## src/rtl/aoi_arbiter.sv

```systemverilog
`default_nettype none
// ============================================================================
// Module      : aoi_arbiter
// Description : Round-robin arbiter sharing one registered (a&b)|(c&d)
//               evaluator among four requesters.
// Revision    : 1.0 - initial release
// ============================================================================
module aoi_arbiter #(
    parameter int CNT_W = 8
) (
    input  logic             clk,
    input  logic             rst,
    input  logic [3:0]       req,
    input  logic [15:0]      ops,
    output logic [3:0]       gnt,
    output logic             busy,
    output logic             done,
    output logic             result,
    output logic [1:0]       res_id,
    output logic [CNT_W-1:0] ops_cnt
);

    typedef enum logic [1:0] {
        IDLE  = 2'd0,
        ISSUE = 2'd1,
        EVAL  = 2'd2,
        RESP  = 2'd3
    } state_t;

    state_t           r_state;
    logic [1:0]       r_ptr;
    logic [3:0]       r_gnt;
    logic             r_a, r_b, r_c, r_d, r_f;
    logic             r_done;
    logic             r_result;
    logic [1:0]       r_res_id;
    logic [CNT_W-1:0] r_cnt;

    logic [1:0]       w_win;
    logic [1:0]       w_idx;
    logic             w_found;
    logic [3:0]       w_slice;

    // Search starts just after the last winner, so it ends at lowest priority.
    always_comb begin
        w_found = 1'b0;
        w_win   = r_ptr;
        w_idx   = 2'd0;
        for (int i = 1; i <= 4; i++) begin
            w_idx = r_ptr + 2'(i);
            if (!w_found && req[w_idx]) begin
                w_found = 1'b1;
                w_win   = w_idx;
            end
        end
    end

    assign w_slice = ops[{w_win, 2'b00} +: 4];

    always_ff @(posedge clk or negedge rst) begin
        if (!rst) begin
            r_state  <= IDLE;
            r_ptr    <= 2'd3;
            r_gnt    <= 4'd0;
            r_a      <= 1'b0;
            r_b      <= 1'b0;
            r_c      <= 1'b0;
            r_d      <= 1'b0;
            r_f      <= 1'b0;
            r_done   <= 1'b0;
            r_result <= 1'b0;
            r_res_id <= 2'd0;
            r_cnt    <= '0;
        end else begin
            case (r_state)
                IDLE: begin
                    if (w_found) begin
                        r_gnt   <= 4'b0001 << w_win;
                        r_ptr   <= w_win;
                        r_a     <= w_slice[3];
                        r_b     <= w_slice[2];
                        r_c     <= w_slice[1];
                        r_d     <= w_slice[0];
                        r_state <= ISSUE;
                    end
                end
                ISSUE: begin
                    r_f     <= (r_a & r_b) | (r_c & r_d);
                    r_state <= EVAL;
                end
                EVAL: begin
                    r_done   <= 1'b1;
                    r_result <= r_f;
                    r_res_id <= r_ptr;
                    r_cnt    <= r_cnt + 1'b1;
                    r_state  <= RESP;
                end
                RESP: begin
                    r_done  <= 1'b0;
                    r_gnt   <= 4'd0;
                    r_state <= IDLE;
                end
                default: r_state <= IDLE;
            endcase
        end
    end

    assign gnt     = r_gnt;
    assign busy    = (r_state != IDLE);
    assign done    = r_done;
    assign result  = r_result;
    assign res_id  = r_res_id;
    assign ops_cnt = r_cnt;

endmodule
`default_nettype wire
```

## config.mk

```make
export PLATFORM = sky130hd
export DESIGN_NAME = aoi_arbiter
export DESIGN_NICKNAME = d
export VERILOG_FILES = /design/src/rtl/aoi_arbiter.sv
export SDC_FILE = /design/constraint.sdc
export NUM_CORES = 1
export LEC_CHECK = 0
export ABC_AREA = 0
export CORE_MARGIN = 2
export CORE_UTILIZATION = 54
export DETAILED_ROUTE_END_ITERATION = 12
export DONT_BUFFER_PORTS = 1
export PLACE_DENSITY_LB_ADDON = 0.2
export SYNTH_ARGS = -nofsm -noshare
export SYNTH_HDL_FRONTEND = slang
export SYNTH_SLANG_ARGS = --single-unit
```

## constraint.sdc

```tcl
create_clock -name clk -period 4.4 [get_ports clk]
set_input_delay 0.22 -clock clk [delete_from_list [all_inputs] [get_ports clk]]
set_output_delay 0.22 -clock clk [all_outputs]
set_load 0.05 [all_outputs]
```

==> flow_summary.yaml <==
yosys:
  synth_top_flop_cell: "dfrtp_1"
  synthCells: 117
  seq_area_frac_synth_pct: 49.07
  syn_nets: 145
  synth_cell_type_count: 32
  synth_area_per_cell_um2: 10.94
  synth.yosys.warnings: 0
  synthArstFlopShare_pct: 100.0
  synth-edff-count: 0
  ys_seq_elements: 25
  synth.cell_area_um2: 1280
floorplan:
  rows: 17
  placeableCoreArea_um2: 2233
  dieArea_um2: 2776
  start_util_pct: 57.31
  die_w_um: 52.69
  die_h_um: 52.69
  num_io_pins: 39
routing:
  wl_um: 2288
  drc: 0
  vias: 877
  drt_iter0_drc: 4
  wire_per_inst_um: 15.46
  first_pass_iters: 4
  viasPerCell: 5.926
  drtAntennaViolNets: 0
grt:
  antenna_found_initial: 0
  grt_pass1_wl_um: 3670
  grt-ovfl-total: 0
  grt_max_degree: 26
  track_usage_pct: 17.69
  grt_pass1_vias: 852
timing:
  rsz0062_at_grt: "no"
  setup_violations: 0
  worst_pin_slew_ns: 0.7531
  drv_slew: 0
  fmax_ghz: 0.4916
  post-route-period-util_pct: 46.23
  hold_viol_final: 0
  min_period_ns: 2.034
  fin_skew_ns: 0.003359
  final.setup.tns_ns: 0
  relSlewSlack_pct: 49.80
clock_tree:
  clock_latency_ns: 0.31
  holdBufCountCts: 2
  postCtsSetupBuffers: 0
  cts_resized: 0
  htree_num_levels: 1
  clk_pin_slew_worst_paths_ns: 0.13
  root_buffer: "clkbuf_4"
  cts_tree: "built"
  cts_buffer_depth: 2
  cts-buffers-inserted: 3
  cts.sinks: 25
place:
  routabilityCongestion: 0.7770
  dpl-instance-area_um2: 1291
  placed_cells: 142
  port_buffers: 0
  dp_hpwl_um: 1704
power:
  powerDensity_nw_per_um2: 846.6
  p_leak_nw: 0.6155
  ir_worst_vdd_v: 0.0004407
  power.total_mw: 1.141
worst_setup_path:
  reg2reg_slack_ns: 2.37
  setup.worst_path.start_class: "flip-flop"
  setup.worst_path.class: "flip-flop to flip-flop"
  cp.required_ns: 4.59
  crit_path_max_fanout: 13
  crit_end: "r_d$_DFFE_PN0P_"
  worst_r2r_path_depth: 5
  rr_endpoint: "r_d$_DFFE_PN0P_"
  crit_arrival_ns: 2.22
  crit_start: "r_ptr[0]$_DFFE_PN1P_"
  regToRegStartpoint: "r_ptr[0]$_DFFE_PN1P_"
  endpoint_kind: "flip-flop"
final_layout:
  n_antenna_cell: 0
  area_delta_synth_final_pct: 5.278
  final_cell_mix: "dfrtp_1, nand2_1, mux2i_1"
  drive_gt1_share_pct: 12.50
  layout.nets: 149
  final_common_cell: "dfrtp_1"
  final_cell_area_um2: 1348
  fin_cells: 148
run_status:
  status: "complete, no violations"
run:
  maxCapViolations: 0
worst_hold_path:
  min_path_type: "primary input to flip-flop"
-- critical path, stage by stage (launching register included) --
cell and delay (ns):
dfstp_2 0.61, or2b_2 0.14, o21ai_2 0.07, a221oi_4 0.68, mux2i_1 0.27, o221ai_1 0.14
-- kinds of logic (layout without fill, tap and decap cells) --
family                     after synthesis  after routing  share of synthesized area, %
xor gates and xnor gates                 7              7                         4.790
and+or+nand+nor                         35             35                         12.81
buffers and inverters                    7             10                         3.029
DFF                                     25             25                         49.07
adders and majority gates                6              6                         5.865
muxes                                   12             12                         9.775
AOI/OAI and AO/OA                       25             25                         14.66
-- metal layers --
layer	wire length, um	global-route usage (%)	vias up
met5	0	0	-
met3	78	2.000	2
li1	-	-	418
met1	999	22.00	438
met4	10	5.983	0
met2	1199	31.46	19
-- state kept, by name, indices dropped and copies added, names as in the netlist, 2 cells and up --
signal	cells
res_id	2
gnt	4
r_ptr	2
r_state	2
ops_cnt	8
-- area by class of cell --
class                      instances  area, um2
timing repair buffer               2      30.03
tap                               28      35.03
multi-input combinational         85      613.1
fill                             188      885.9
sequential                        25      628.1
clock buffer                       4      26.28
inverter                           4      15.01
-- stage by stage --
step | setup WS, ns | hold WS, ns | util [%]
after floorplan | 2.673 | -0.07559 | -
after global placement | 2.491 | -0.07512 | 57.82
after detailed placement | 2.368 | -0.07512 | 57.82
after CTS | 2.353 | 0.1335 | 60.34
after global routing | 2.253 | 0.1380 | 60.34
final | 2.366 | 0.1318 | 60.34
-- worst min-delay path by stage --
stage          startpoint                    end  slack (ns)  cells after the start
5_1_grt           ops[14]        r_b$_DFFE_PN0P_        0.14                      2
3_3_place_gp          rst  res_id[0]$_DFFE_PN0P_       -0.08                      0
4_1_cts           ops[14]        r_b$_DFFE_PN0P_        0.13                      2
2_1_floorplan         rst       done$_DFFE_PN0P_       -0.08                      0
6_report          ops[14]        r_b$_DFFE_PN0P_        0.13                      2
3_5_place_dp          rst  res_id[0]$_DFFE_PN0P_       -0.08                      0
-- where the power goes --
| part | switching, mW | total [mW] | internal (mW) |
|---|---|---|---|
| Clock | 0.0652 | 0.101 | 0.0353 |
| Sequential | 0.307 | 0.644 | 0.337 |
| Combinational | 0.218 | 0.396 | 0.179 |
-- cell usage after synthesis (4+ instances only) --
cell type  count  area share [%]
nor2_1         7             2.1
inv_1          4             1.2
nand2_1       16             4.7
o21ai_0        4             1.6
mux2i_1        8             6.3
ha_1           6             5.9
xnor2_1        4             2.7
mux2_2         4             3.5
dfrtp_1       23              45
o21ai_1        4             1.6
o221ai_1       4             2.7
Note: power is estimated with default switching activity, not from simulation.
